## config.mk

```make
export PLATFORM = sky130hd
export DESIGN_NAME = wb_stage
export DESIGN_NICKNAME = d
export VERILOG_FILES = /design/src/rtl/wb_pkg.sv /design/src/rtl/wb_load_align.sv /design/src/rtl/wb_stage.sv
export SDC_FILE = /design/constraint.sdc
export NUM_CORES = 1
export LEC_CHECK = 0
export CAP_MARGIN = 30
export CORE_AREA = 2 2 124 126
export DETAILED_ROUTE_END_ITERATION = 10
export DIE_AREA = 0 0 126 128
export MAX_ROUTING_LAYER = met4
export PLACE_DENSITY = 0.62
export REMOVE_ABC_BUFFERS = 1
export SYNTH_ARGS = -nofsm -noshare
export SYNTH_HDL_FRONTEND = slang
export SYNTH_SLANG_ARGS = --single-unit
```

## constraint.sdc

```tcl
create_clock -name clk -period 2 [get_ports clk]
set_input_delay 0.4 -clock clk [delete_from_list [all_inputs] [get_ports clk]]
set_output_delay 0.4 -clock clk [all_outputs]
set_load 0.05 [all_outputs]
```

## src/rtl/wb_pkg.sv

```systemverilog
// Shared definitions for the writeback stage:
//   - result-source codes
//   - load funct3 codes
//   - FSM state type
package wb_pkg;

   // Result-source selector carried with each retiring instruction
   localparam logic [2:0] W_ALU  = 3'd0;
   localparam logic [2:0] W_LINK = 3'd1;
   localparam logic [2:0] W_LOAD = 3'd2;
   localparam logic [2:0] W_NONE = 3'd3;
   localparam logic [2:0] W_CSR  = 3'd4;

   // Load funct3 encodings
   localparam logic [2:0] LD_B  = 3'd0;
   localparam logic [2:0] LD_H  = 3'd1;
   localparam logic [2:0] LD_W  = 3'd2;
   localparam logic [2:0] LD_D  = 3'd3;
   localparam logic [2:0] LD_BU = 3'd4;
   localparam logic [2:0] LD_HU = 3'd5;
   localparam logic [2:0] LD_WU = 3'd6;

   typedef enum logic {
      S_IDLE     = 1'b0,
      S_WAIT_MEM = 1'b1
   } wb_state_t;

   // Non-load result types that produce a register write.
   // Codes 3 and 5..7 retire without writing.
   function automatic logic writes_rf(input logic [2:0] w_type);
      return (w_type == W_ALU) || (w_type == W_LINK) || (w_type == W_CSR);
   endfunction

endpackage

```

## src/rtl/wb_load_align.sv

```systemverilog
// Combinational load data aligner.
// Picks the byte/half/word lane out of a raw aligned memory word and
// sign- or zero-extends it to XLEN. LD, LWU on XLEN=32 and the unused
// funct3 7 pass the word through untouched. Misaligned offsets are not
// checked; the lane index simply drops the low address bits.
module wb_load_align
   import wb_pkg::*;
#(
   parameter int XLEN = 32
) (
   input  logic [2:0]                 fmt,
   input  logic [$clog2(XLEN/8)-1:0]  addr_lo,
   input  logic [XLEN-1:0]            rdata,
   output logic [XLEN-1:0]            result
);

   localparam int AW_LO = $clog2(XLEN/8);
   localparam int NB    = XLEN / 8;
   localparam int NH    = XLEN / 16;

   logic [7:0]      byte_lane [NB];
   logic [15:0]     half_lane [NH];
   logic [7:0]      byte_sel;
   logic [15:0]     half_sel;
   logic [XLEN-1:0] word_sx;
   logic [XLEN-1:0] word_zx;

   genvar gi;

   // Split the raw word into byte lanes
   generate
      for (gi = 0; gi < NB; gi++) begin : g_byte
         assign byte_lane[gi] = rdata[gi*8 +: 8];
      end
   endgenerate

   // Split the raw word into halfword lanes
   generate
      for (gi = 0; gi < NH; gi++) begin : g_half
         assign half_lane[gi] = rdata[gi*16 +: 16];
      end
   endgenerate

   assign byte_sel = byte_lane[addr_lo];
   assign half_sel = half_lane[addr_lo[AW_LO-1:1]];

   // Word lanes only exist on RV64; on RV32 a word is the whole bus
   generate
      if (XLEN == 64) begin : g_w64
         logic [31:0] w_sel;
         assign w_sel   = addr_lo[2] ? rdata[63:32] : rdata[31:0];
         assign word_sx = {{32{w_sel[31]}}, w_sel};
         assign word_zx = {32'd0, w_sel};
      end else begin : g_w32
         assign word_sx = rdata;
         assign word_zx = rdata;
      end
   endgenerate

   // Extend the selected lane according to funct3
   always_comb begin
      result = rdata;
      case (fmt)
         LD_B:    result = {{(XLEN-8){byte_sel[7]}}, byte_sel};
         LD_H:    result = {{(XLEN-16){half_sel[15]}}, half_sel};
         LD_W:    result = word_sx;
         LD_BU:   result = {{(XLEN-8){1'b0}}, byte_sel};
         LD_HU:   result = {{(XLEN-16){1'b0}}, half_sel};
         LD_WU:   result = word_zx;
         default: result = rdata;
      endcase
   end

endmodule

```

## src/rtl/wb_stage.sv

```systemverilog
// Registered, handshaked writeback stage.
// Accepts one retiring instruction per cycle. Non-loads write back on the
// following cycle. Loads park the stage in WAIT_MEM until mem_rvalid
// returns the data, then write back on the following cycle.
// Optional feature macro: WB_INSTRET_EN (64-bit retired-instruction counter).
module wb_stage
   import wb_pkg::*;
#(
   parameter int XLEN     = 32,
   parameter int LINK_INC = 4
) (
   input  logic                        clk,
   input  logic                        rst,
   input  logic                        in_valid,
   output logic                        in_ready,
   input  logic [4:0]                  in_rd,
   input  logic [2:0]                  in_w_type,
   input  logic [2:0]                  in_ld_fmt,
   input  logic [$clog2(XLEN/8)-1:0]   in_addr_lo,
   input  logic [XLEN-1:0]             in_rd_data,
   input  logic [XLEN-1:0]             in_pc,
   input  logic [XLEN-1:0]             in_csr_data,
   input  logic                        mem_rvalid,
   input  logic [XLEN-1:0]             mem_rdata,
   output logic                        rf_we,
   output logic [4:0]                  rf_waddr,
   output logic [XLEN-1:0]             rf_wdata,
   output logic                        retired,
   output logic [63:0]                 instret
);

   localparam int AW_LO = $clog2(XLEN/8);

   wb_state_t       state_reg, state_next;
   logic [4:0]      ld_rd_reg, ld_rd_next;
   logic [2:0]      ld_fmt_reg, ld_fmt_next;
   logic [AW_LO-1:0] ld_addr_reg, ld_addr_next;
   logic            rf_we_reg, rf_we_next;
   logic [4:0]      rf_waddr_reg, rf_waddr_next;
   logic [XLEN-1:0] rf_wdata_reg, rf_wdata_next;
   logic            retired_reg, retired_next;
   logic [XLEN-1:0] link_data;
   logic [XLEN-1:0] align_data;

   // Link value wraps naturally at XLEN bits
   assign link_data = in_pc + XLEN'(LINK_INC);

   wb_load_align #(
      .XLEN (XLEN)
   ) u_align (
      .fmt     (ld_fmt_reg),
      .addr_lo (ld_addr_reg),
      .rdata   (mem_rdata),
      .result  (align_data)
   );

   // State register
   always_ff @(posedge clk or posedge rst) begin
      if (rst) state_reg <= S_IDLE;
      else     state_reg <= state_next;
   end

   // Next state, load bookkeeping and writeback values
   always_comb begin
      state_next    = state_reg;
      ld_rd_next    = ld_rd_reg;
      ld_fmt_next   = ld_fmt_reg;
      ld_addr_next  = ld_addr_reg;
      rf_we_next    = 1'b0;
      retired_next  = 1'b0;
      rf_waddr_next = rf_waddr_reg;
      rf_wdata_next = rf_wdata_reg;
      case (state_reg)
         S_IDLE: begin
            if (in_valid) begin
               if (in_w_type == W_LOAD) begin
                  // mem_rvalid is deliberately not looked at in this cycle
                  ld_rd_next   = in_rd;
                  ld_fmt_next  = in_ld_fmt;
                  ld_addr_next = in_addr_lo;
                  state_next   = S_WAIT_MEM;
               end else begin
                  rf_we_next    = writes_rf(in_w_type) && (in_rd != 5'd0);
                  rf_waddr_next = in_rd;
                  retired_next  = 1'b1;
                  case (in_w_type)
                     W_ALU:   rf_wdata_next = in_rd_data;
                     W_LINK:  rf_wdata_next = link_data;
                     W_CSR:   rf_wdata_next = in_csr_data;
                     default: rf_wdata_next = rf_wdata_reg;
                  endcase
               end
            end
         end
         S_WAIT_MEM: begin
            if (mem_rvalid) begin
               rf_we_next    = (ld_rd_reg != 5'd0);
               rf_waddr_next = ld_rd_reg;
               rf_wdata_next = align_data;
               retired_next  = 1'b1;
               state_next    = S_IDLE;
            end
         end
         default: state_next = S_IDLE;
      endcase
   end

   // Latched load context and registered writeback outputs
   always_ff @(posedge clk or posedge rst) begin
      if (rst) begin
         ld_rd_reg    <= 5'd0;
         ld_fmt_reg   <= 3'd0;
         ld_addr_reg  <= '0;
         rf_we_reg    <= 1'b0;
         rf_waddr_reg <= 5'd0;
         rf_wdata_reg <= '0;
         retired_reg  <= 1'b0;
      end else begin
         ld_rd_reg    <= ld_rd_next;
         ld_fmt_reg   <= ld_fmt_next;
         ld_addr_reg  <= ld_addr_next;
         rf_we_reg    <= rf_we_next;
         rf_waddr_reg <= rf_waddr_next;
         rf_wdata_reg <= rf_wdata_next;
         retired_reg  <= retired_next;
      end
   end

   assign in_ready = (state_reg == S_IDLE);
   assign rf_we    = rf_we_reg;
   assign rf_waddr = rf_waddr_reg;
   assign rf_wdata = rf_wdata_reg;
   assign retired  = retired_reg;

`ifdef WB_INSTRET_EN
   logic [63:0] instret_reg;

   // Count each retirement on the same edge that raises the retired pulse
   always_ff @(posedge clk or posedge rst) begin
      if (rst)               instret_reg <= 64'd0;
      else if (retired_next) instret_reg <= instret_reg + 64'd1;
   end

   assign instret = instret_reg;
`else
   assign instret = 64'd0;
`endif

endmodule

```

* Yosys cells after proc, flatten, opt, wreduce, memory -nomap -nowiden
Cells that the tools add are included.
** Storage, ports and cells
- Bits in latches :: 0
- Output and inout bits :: 104
- Word-level logic and storage cells :: 62
- Memory bits (read-only) :: 0
- Bits in writable memories :: 0
- Input bits :: 145
- Register bits :: 50
- Memories :: 0
** Cells by class
- Add/sub/neg operators :: 1
- Muxes and demuxes :: 28
- $lt $le $gt $ge :: 2
- Eq/ne operators :: 10
- Bitwise gates (word level) :: 3
- $mul :: 0
- Reductions and logical operators :: 10
- Shifts and indexed selects :: 0
- Div/mod/pow operators :: 0
** Operators with widths (count)
- 32-bit one-hot mux with 4 select lines :: 1
- 32-bit two-way mux :: 3
- 32-bit one-hot mux with 3 select lines :: 1
- 32-bit one-hot mux with 2 select lines :: 1
- 16-bit two-way mux :: 3
- 32-bit by 3-bit adder with 32-bit output, second input constant :: 1
- 8-bit binary-select mux with 2-bit select :: 1
- 8-bit two-way mux :: 2
- 5-bit two-way mux :: 3
- 5-bit one-hot mux with 2 select lines :: 1
- 5-bit nonzero test :: 2
- 3-bit == test, second input constant :: 3
- 1-bit two-way mux :: 9
- 3-bit by 1-bit == test with 1-bit output, second input constant :: 2
- 3-bit zero test :: 2
- 2-bit != test, second input constant :: 3
- 1-bit one-hot mux with 2 select lines :: 3
- 3-bit AND reduction :: 2
- 4-bit by 1-bit != test with 1-bit output, second input constant :: 1
- 4-bit AND reduction :: 1
- 3-bit by 2-bit == test with 1-bit output, second input constant :: 1
- 3-bit greater-or-equal comparator, second input constant :: 1
- 2-bit NOT with 3-bit output :: 1
- 2-bit greater-or-equal comparator, second input constant :: 1
- 4 further kinds :: 5

* Depth between registers and ports, before layout
Gate-level depths: netlist of the first run.
- Depth after elaboration :: 7
- Gate-level depth with buffers :: 8
- Mapped depth without buffers :: 6

* Hierarchy
Synthesis of the first run repeated with hierarchy kept, for this count alone.
** Second synthesis, totals
- Cells, all modules :: 629
- Area total of the unflattened synthesis :: 4909.7 µm²
** By module, submodules not included
- wb_stage :: instances 1, cells each 511, area an instance 4110.2 µm², sequential area each 1251.2 µm²
- wb_load_align :: instances 1, cells each 118, area an instance 799.5 µm², sequential area each 0.0 µm²

* Worst setup path after synthesis of the first run
No wires, ideal clock.
- Path type :: register to register
- Start :: register ld_addr_reg[1]
- End :: register rf_wdata_reg[17] (netlist: rf_wdata[17])
- Data arrival time :: 1.635 ns
- Setup slack :: 0.227 ns
- Cell stages (with the launch flop) :: 7
- Data required time :: 1.863 ns
- Setup time :: 0.137 ns
- Buffers on the path :: 1
- Clock period less this slack :: 1.773 ns
- Cells stage by stage :: dfrtp_1 mux4_2 mux2i_1 o311ai_4 buf_6 a21oi_1 a211oi_2
** Between the ends
- Cells in the longest elaborated chain, start to end :: 7
- Elaborated cells between the ends (all ways) :: 11
- Classes of those cells :: mux (9); bitwise (2)
** Ends and longest elaborated chain
- start, declared :: line wb_stage.sv:37 : logic [AW_LO-1:0] ld_addr_reg, ld_addr_next;
- start signal, assigned :: line wb_stage.sv:121 : ld_addr_reg <= ld_addr_next;
- 2-bit NOT with 3-bit output (not written as such) / 1-bit NOT with 2-bit output (equally long branches) :: line wb_load_align.sv:44, wb_load_align.sv:45
- 8-bit binary-select mux with 2-bit select / 16-bit two-way mux (equally long branches) :: line wb_load_align.sv:44, wb_load_align.sv:45
- 8-bit two-way mux (not written as such) / 16-bit two-way mux (equally long branches) (2 in series) :: line wb_load_align.sv:44, wb_load_align.sv:45
- 32-bit one-hot mux with 4 select lines (*) :: line wb_load_align.sv:63 : case (fmt)
- 32-bit two-way mux (*) :: line wb_stage.sv:96 : if (mem_rvalid) begin
- 32-bit one-hot mux with 2 select lines (*) :: line wb_stage.sv:73 : case (state_reg)
- end signal, assigned :: line wb_stage.sv:124 : rf_wdata_reg <= rf_wdata_next;
- end, declared :: line wb_stage.sv:40 : logic [XLEN-1:0] rf_wdata_reg, rf_wdata_next;
Every way passes the cells marked *; elsewhere a longest branch is shown, timed or not. The select of a mux whose other input is x is not followed.
A chain may end at the register's enable or synchronous reset.

* Worst setup path after layout of the first run
- Start :: input port mem_rdata[31]
- End :: register rf_wdata_reg[12] (netlist: rf_wdata[12])
** Between the ends
- Cells in the longest elaborated chain, start to end :: 6
** Ends and longest elaborated chain
- start, declared :: line wb_stage.sv:24 : input logic [XLEN-1:0] mem_rdata,
- 8-bit binary-select mux with 2-bit select :: line wb_load_align.sv:44 : assign byte_sel = byte_lane[addr_lo];
- 8-bit two-way mux (not written as such) (2 in series) :: line wb_load_align.sv:44
- 32-bit one-hot mux with 4 select lines :: line wb_load_align.sv:63
- 32-bit two-way mux :: line wb_stage.sv:96
- 32-bit one-hot mux with 2 select lines :: line wb_stage.sv:73
No other way between the ends. The select of a mux whose other input is x is not followed.

==> results of run 1 <==
## logic make-up after synthesis
kind of cell             share of synthesized area
adder cells (fa/ha/maj)                    0.00289
flip-flops                                   0.289
AO/OA/AOI/OAI                                0.287
XOR/XNOR                                    0.0242
multiplexers                                0.0592
buffers and inverters                        0.153
other                                     0.000865
AND/OR/NAND/NOR                              0.184
## cell usage after synthesis (7+ instances only)
cell      number
a211oi_1      11
a211oi_2       8
a21oi_1       38
a221o_1       10
a221oi_1      20
a31oi_1       14
buf_2          7
buf_4         64
clkbuf_1      22
dfrtp_1       50
inv_1         11
mux2_2        11
mux2i_1       11
nand2_1       21
nand3_1       13
nor2_1        45
nor2b_1       11
nor3_1        12
nor4_1        10
o21ai_0       13
o221ai_1       7
## area by class of cell
type,instances,area share
timing repair buffer,280,0.369
antenna,2,0.000703
clock buffer,7,0.0215
multi-input combinational,415,0.393
clock inverter,1,0.00123
inverter,11,0.00580
tap,188,0.0331
sequential,50,0.176
## repair_timing
action	4_1_cts	5_1_grt
setup buffers	1	3
hold buffers	0	0
resized for setup	9	30
pin swaps	4	6
endpoints found under the setup margin	19	17
## path summary, 6_finish.rpt
path                       cells after the start  slack [ns]                    endpoint                       start
hold reg to reg                                1        0.49     rf_wdata[2]$_DFFE_PP0P_     rf_wdata[2]$_DFFE_PP0P_
max in group asynchronous                      3        1.29    rf_wdata[15]$_DFFE_PP0P_                         rst
hold / removal                                 3        0.47  ld_addr_reg[0]$_DFFE_PP0P_                         rst
setup reg to reg                               5        0.15    rf_wdata[12]$_DFFE_PP0P_  ld_addr_reg[1]$_DFFE_PP0P_
min in group clk                               1        0.49     rf_wdata[2]$_DFFE_PP0P_     rf_wdata[2]$_DFFE_PP0P_
setup / recovery                               6        0.04    rf_wdata[12]$_DFFE_PP0P_               mem_rdata[31]
## metal layers
metal | share of wire | up-vias
met3 | 0.080 | 21
met1 | 0.42 | 2374
met5 | 0 | -
met4 | 0.018 | 0
met2 | 0.49 | 225
li1 | - | 2318
## power by group through the flow
stage          clock network [mW]  registers, mW  logic (mW)
2_1_floorplan                   0           2.13       0.902
3_3_place_gp                    0           1.45        2.72
3_5_place_dp                    0           1.46        2.75
4_1_cts                     0.972           1.44        2.75
5_1_grt                      1.01           1.48        2.95
6_report                    0.946           1.45        2.79
## worst register-to-register path, stage by stage, from the launching register on
cell      delay (ns)
dfrtp_1         0.40
mux4_2          0.57
a21o_4          0.26
a211oi_1        0.30
buf_4           0.18
nor3_1          0.04
## cells in the final DEF, fill, tap and decap left out, drive strengths merged, types with 10 or more instances in the layout
cell type,count
nor2,45
a221oi,20
nor3,12
nor2b,11
conb,64
clkdlybuf4s50,159
nor4,11
nand2,21
mux2,11
a31oi,14
a221o,10
mux2i,11
a211oi,19
o21ai,17
a21oi,38
inv,11
buf,111
nand3,14
dfrtp,50
## metrics by stage
| stage | TNS [ns] | cell area, um2 | power, mW | hold WS [ns] |
|---|---|---|---|---|
| 2_1_floorplan | -21.18 | 3950 | 3.03 | 0.493 |
| 3_3_place_gp | -8.71 | 6750 | 4.17 | 0.477 |
| 3_5_place_dp | -9.62 | 6750 | 4.21 | 0.481 |
| 4_1_cts | -0.0480 | 6940 | 5.17 | 0.480 |
| 5_1_grt | -0.0276 | 7120 | 5.44 | 0.495 |
| 6_report | 0 | 7120 | 5.18 | 0.465 |
==> results.toml, run 1 <==
[sta]
setup_viol = 0
fin_crit_sh = 0.978
hold_viol_final = 0
rsz0062_at_grt = "yes"
min_period_ns = 1.96
slew_headroom = 0.589
worst_pin_slew_ns = 0.615
layout_setup_ws_ns = 0.0448
finalMaxSlewViolations = 0
skew_ns = 0.00306
timing.fmax_mhz = 511

[worst_setup_path]
crit_buf_inv = 2
worst_ep_arrival_time_ns = 2.14
slowest_delay_ns = 0.54
crit_family = "buffers and inverters"
startpoint_type = "input pin"
critPathRequiredTime_ns = 2.18
cp_slowest_cell = "mux4_2"
cp_max_fo = 6
cp_cell_sequence = "clkdlybuf4s50_1 > mux4_2 > a21o_4 > a211oi_1 > buf_4 > nor3_1"
cp-end-kind = "flip-flop"
critPathKind = "in -> reg"

[final_layout]
n_fill_cell = 1475
drive_gt1_frac = 0.224
post-route-util = 0.479
largest_register_ffs = 32
nets = 909
final_cells = 954
multi_input_area_mm2 = 0.00280
seqCellArea_mm2 = 0.00125
area_growth_pct = 64.2

[yosys]
yosys_warnings = 0
async_flop_share = 1.00
synth_cells = 510
synth_area_leaders = "dfrtp_1 29%, buf_4 11%, a21oi_1 4.4%"
ys_seq_area_frac = 0.289
synth_edf_count = 0
yosys.area.top_type = "dfrtp_1"
synth_cell_types = 60
avgSynthCellArea_um2 = 8.50
synth_top_area_frac = 0.289
synthFlopType = "dfrtp_1"
ys_ff_latch = 50
syn-cell-area_mm2 = 0.00433

[routing]
first_iter_violations = 350
ant_nets = 0
num_vias = 4938
vias_per_cell = 5.18
drc = 0
wl_per_cell_um = 18.5
wl_um = 17700
first_pass_iters = 5

[place]
port_buffers = 184
place_ws_ns = -0.445
dp.final_hpwl_um = 14100
placed_cells = 940
gp_congestion = 0.885

[floorplanning]
die_x_um = 126
die_h_um = 128
start_util = 0.292
fp-row-count = 45
core_mm2 = 0.0149
dieArea_mm2 = 0.0161
io_pins = 249

[power]
irDropWorstVdd_v = 0.000397
p_int_mw = 2.85
swShare = 0.449
p_comb_frac = 0.538
p_leak_nw = 2.95
seq_power_share = 0.279
power_frac_clock = 0.183
power.density_mw_per_mm2 = 728
p_sw_mw = 2.32

[global_routing]
overflow = 0
met3_usage = 0.0513
use_met2 = 0.364
grt_pass1_vias = 4961
globalRouteTotalUtil = 0.217
grt_util_met1 = 0.268
top_usage_layer = "met2"
antenna_found_initial = 2
grt_max_degree = 51
grt_pass1_wl_um = 26800

[clock_tree]
cts_sinks = 50
clockBufferDepth = 2
cts_tree = "done"
path_clk_slew_ns = 0.07
numCtsBuffers = 5
worstSkewPairLatency_ns = 0.29
ctsHtreeMaxLevel = 2
clockRootBuffer = "clkbuf_16"

[min_path]
worst_hold_path_type = "in -> async"

[run]
cap_violations = 0

[outcome]
status = "complete, no violations"
No activity file was read; power rests on OpenSTA's default activity.
==> run 2, diff against run 1 <==
--- a/config.mk
+++ b/config.mk
@@ -11,7 +11,6 @@
 export DIE_AREA = 0 0 126 128
 export MAX_ROUTING_LAYER = met4
 export PLACE_DENSITY = 0.62
-export REMOVE_ABC_BUFFERS = 1
 export SYNTH_ARGS = -nofsm -noshare
 export SYNTH_HDL_FRONTEND = slang
 export SYNTH_SLANG_ARGS = --single-unit
==> results.toml, run 2 (synthesis gave the netlist of run 1 again) <==
[global_routing]
grt_max_degree = 51
antenna_found_initial = 0
grt_pass1_vias = 5033
grt_pass1_wl_um = 27800
globalRouteTotalUtil = 0.228
overflow = 0

[worst_setup_path]
slowest_delay_ns = 0.56
cp_max_fo = 6
cp_slowest_cell = "clkdlybuf4s50_1"
cp_cell_sequence = "clkdlybuf4s50_1 > nand4_4 > or2_2 > o31a_1 > o21ai_1 > a211oi_2"
cp-end-kind = "flip-flop"
critPathKind = "in -> reg"
worst_ep_arrival_time_ns = 2.13
startpoint_type = "input pin"
critPathRequiredTime_ns = 2.17

[routing]
drc = 0
vias_per_cell = 5.22
first_pass_iters = 5
ant_nets = 0
wl_um = 18700
num_vias = 4940
wl_per_cell_um = 19.7
first_iter_violations = 277

[final_layout]
final_cells = 947
final_common_cell = "clkdlybuf4s50_1"
n_fill_cell = 1446
nets = 904
largest_register_ffs = 32
drive_gt1_frac = 0.228
area_growth_pct = 65.7
n_antenna_cell = 0
final_cell_mix = "161 x clkdlybuf4s50_1, 93 x buf_4, 64 x conb_1"

[sta]
finalMaxSlewViolations = 0
slew_headroom = 0.629
fin_crit_sh = 0.980
skew_ns = 0.00558
worst_pin_slew_ns = 0.554
fin_worst_hold_slack_ns = 0.459
min_period_ns = 1.96
hold_viol_final = 0
timing.fmax_mhz = 510
setup_viol = 0

[floorplanning]
die_h_um = 128
fp-row-count = 45
dieArea_mm2 = 0.0161
io_pins = 249
core_mm2 = 0.0149
die_x_um = 126
start_util = 0.292

[clock_tree]
worstSkewPairLatency_ns = 0.30
path_clk_slew_ns = 0.07
clockRootBuffer = "clkbuf_16"
postCtsHoldBufs = 0
ctsHtreeMaxLevel = 2
clockBufferDepth = 2
cts_sinks = 50
cts_tree = "done"
numCtsBuffers = 5

[place]
port_buffers = 184
gp_congestion = 0.893
placed_cells = 936
dp.final_hpwl_um = 14800

[power]
p_leak_nw = 2.97
power.density_mw_per_mm2 = 726
irDropWorstVdd_v = 0.000424

[outcome]
status = "complete, no violations"

[min_path]
worst_hold_path_type = "in -> async"

[run]
cap_violations = 0
[run 2: final cells by class]
class                   instances  area, um2  share of cell area
multi-input cells             415       2900               0.403
inverters                      11       41.3             0.00575
clock inverters                 2       16.3             0.00227
well taps                     188        235              0.0328
clock buffers                   6        139              0.0193
flip-flops and latches         50       1250               0.174
repair buffers                275       2600               0.362
[run 2: final timing paths]
kind / start / endpoint / slack (ns) / cells past startpoint
max in group asynchronous: rst / rf_wdata[26]$_DFFE_PP0P_ / 1.28 / 3
hold / removal: rst / ld_rd_reg[4]$_DFFE_PP0P_ / 0.46 / 3
hold reg to reg: rf_wdata[4]$_DFFE_PP0P_ / rf_wdata[4]$_DFFE_PP0P_ / 0.50 / 1
setup / recovery: in_pc[16] / rf_wdata[26]$_DFFE_PP0P_ / 0.04 / 6
min in group clk: rf_wdata[4]$_DFFE_PP0P_ / rf_wdata[4]$_DFFE_PP0P_ / 0.50 / 1
setup reg to reg: ld_addr_reg[1]$_DFFE_PP0P_ / rf_wdata[17]$_DFFE_PP0P_ / 0.16 / 6
[run 2: layer usage]
metal / share of wire / global-route usage / vias to the layer above / wire, um
met1: 0.40 / 0.264 / 2410 / 7550
li1: - / - / 2301 / -
met5: 0 / - / - / 0
met2: 0.51 / 0.401 / 201 / 9490
met3: 0.063 / 0.0472 / 28 / 1180
met4: 0.025 / 0.0672 / 0 / 467
[run 2: repair_timing]
action | 4_1_cts | 5_1_grt
pin swaps | 4 | 3
gates resized for setup | 24 | 35
cloned | 0 | 0
setup buffers | 1 | 2
setup endpoints to repair | 25 | 26
[run 2: worst max-delay path: cells and delay by family]
kind	cells	cell delay [ns]
buf+inv	1	0.56
simple gates	2	0.60
compound gates	3	0.56
[run 2: metrics by stage]
| stage | area, um2 | utilization | setup slack (ns) | total power, mW | TNS (ns) |
|---|---|---|---|---|---|
| after CTS | 7000 | 0.471 | -0.00210 | 5.21 | -0.00210 |
| after global routing | 7180 | 0.483 | -0.0225 | 5.48 | -0.0461 |
| after global placement | 6730 | 0.453 | -0.545 | 4.21 | -10.25 |
| after floorplan | 4570 | - | 0.227 | 3.18 | 0 |
| after detailed placement | 6730 | 0.453 | -0.553 | 4.24 | -12.10 |
| final | 7180 | 0.483 | 0.0405 | 5.22 | 0 |
[run 2: where the power goes]
group          switching (mW)  total (mW)  internal, mW
registers               0.198        1.45          1.25
logic                    1.78        2.86          1.08
clock network           0.408       0.912         0.503
total                    2.38        5.22          2.83
==> run 3, diff against run 2 <==
--- a/config.mk
+++ b/config.mk
@@ -5,8 +5,10 @@
 export SDC_FILE = /design/constraint.sdc
 export NUM_CORES = 1
 export LEC_CHECK = 0
+export ABC_CLOCK_PERIOD_IN_PS = 2000
 export CAP_MARGIN = 30
 export CORE_AREA = 2 2 124 126
+export CTS_BUF_LIST = sky130_fd_sc_hd__clkbuf_8
 export DETAILED_ROUTE_END_ITERATION = 10
 export DIE_AREA = 0 0 126 128
 export MAX_ROUTING_LAYER = met4
==> constraint.sdc (replaced) <==
create_clock -name clk -period 2 [get_ports clk]
set_input_delay 0.2 -clock clk [delete_from_list [all_inputs] [get_ports clk]]
set_output_delay 0.2 -clock clk [all_outputs]
set_load 0.05 [all_outputs]
==> results.toml, run 3 (synthesis gave the netlist of run 1 again) <==
[routing]
wl_per_cell_um = 18.8
drc = 0
first_pass_iters = 4
wl_um = 17700
ant_nets = 0
first_iter_violations = 259
vias_per_cell = 5.18
num_vias = 4885

[sta]
slew_headroom = 0.617
timing.fmax_mhz = 523
min_period_ns = 1.91
fin_worst_hold_slack_ns = 0.230
fin_crit_sh = 0.957
rsz0062_at_grt = "no"
setup_viol = 0
skew_ns = 0.00819
hold_viol_final = 0
tns_ns = 0
worst_pin_slew_ns = 0.573
finalMaxSlewViolations = 0

[final_layout]
n_fill_cell = 1448
drive_gt1_frac = 0.172
final_area_mm2 = 0.00688
final_common_cell = "clkdlybuf4s50_1"
largest_register_ffs = 32
area_growth_pct = 58.7
final_cell_mix = "183 x clkdlybuf4s50_1, 82 x buf_4, 64 x conb_1"
n_antenna_cell = 0
final_cells = 943
nets = 901

[global_routing]
globalRouteTotalUtil = 0.222
antenna_found_initial = 0
overflow = 0
use_met2 = 0.386
top_usage_layer = "met2"
grt_max_degree = 51
met3_usage = 0.0367
grt_pass1_vias = 4902
grt_util_met1 = 0.270
grt_pass1_wl_um = 27300

[clock_tree]
clockRootBuffer = "clkbuf_8"
path_clk_slew_ns = 0.10
cts_tree = "done"
ctsHtreeMaxLevel = 2
worstSkewPairLatency_ns = 0.32
cts_sinks = 50
clockBufferDepth = 2
numCtsBuffers = 5

[worst_setup_path]
crit_path_start = "ld_addr_reg[1]$_DFFE_PP0P_"
critPathRequiredTime_ns = 2.18
r2r_start = "ld_addr_reg[1]$_DFFE_PP0P_"
r2r_cells = 7
cp_max_fo = 11
startpoint_type = "flip-flop"
critPathKind = "reg -> reg"
r2r_slack_ns = 0.09
reg2reg_to = "rf_wdata[20]$_DFFE_PP0P_"
worst_ep_arrival_time_ns = 2.10
cp-end-kind = "flip-flop"

[power]
power.density_mw_per_mm2 = 705
irDropWorstVdd_v = 0.000404
total_power_mw = 4.85
p_leak_nw = 2.79

[floorplanning]
die_h_um = 128
fp-row-count = 45
die_x_um = 126
dieArea_mm2 = 0.0161
io_pins = 249
start_util = 0.292
core_mm2 = 0.0149

[outcome]
status = "complete, no violations"

[place]
place_area_mm2 = 0.00676
gp_congestion = 0.930
placed_cells = 935
dp.final_hpwl_um = 14400
port_buffers = 184

[min_path]
worst_hold_path_type = "in -> async"

[run]
cap_violations = 0
run 3: area by class of cell:
type	instances	area [um2]	share of cell area
inverter	11	41.3	0.00600
tap	188	235	0.0342
sequential	50	1250	0.182
multi-input combinational	415	2690	0.390
clock buffer	5	68.8	0.0100
clock inverter	2	10.0	0.00145
timing repair buffer	272	2590	0.376
run 3: metrics by stage:
stage / setup WS (ns) / util
floorplan: 0.227 / -
global placement: -0.248 / 0.455
detailed placement: -0.225 / 0.455
CTS: 0.0133 / 0.460
global route: 0.00332 / 0.463
finish: 0.0862 / 0.463
run 3: how the worst max path moves through the flow:
| stage | endpoint | slack, ns | cells past startpoint |
|---|---|---|---|
| after detailed placement | rf_wdata[20]$_DFFE_PP0P_ | -0.23 | 7 |
| after global placement | rf_wdata[21]$_DFFE_PP0P_ | -0.25 | 6 |
| final | rf_wdata[20]$_DFFE_PP0P_ | 0.09 | 7 |
| after global routing | rf_wdata[31]$_DFFE_PP0P_ | 0.003 | 7 |
| after CTS | rf_wdata[8]$_DFFE_PP0P_ | 0.01 | 8 |
| after floorplan | rf_wdata[17]$_DFFE_PP0P_ | 0.23 | 6 |
run 3: report_power, final:
part / total, mW / internal [mW] / switching, mW
clock: 0.593 / 0.236 / 0.357
sequential: 1.45 / 1.25 / 0.197
combinational: 2.81 / 1.09 / 1.72
total: 4.85 / 2.57 / 2.28
run 3: metal layers:
metal,routed length (um),vias to the layer above
li1,-,2296
met1,7130,2341
met2,9050,221
met3,1220,27
met4,338,0
met5,0,-
run 3: critical path, cell delays in order, from the launching register on:
cell and delay [ns]:
dfrtp_1 0.38, mux4_2 0.55, mux2i_4 0.19, o311ai_4 0.14
buf_12 0.17, buf_4 0.13, a21oi_1 0.16, a211oi_2 0.05
run 3: timing repair:
action / 4_1_cts / 5_1_grt
endpoints found under the setup margin: 0 / 14
gates resized for setup: 0 / 4
setup buffers: 0 / 1
hold buffers: 0 / 0
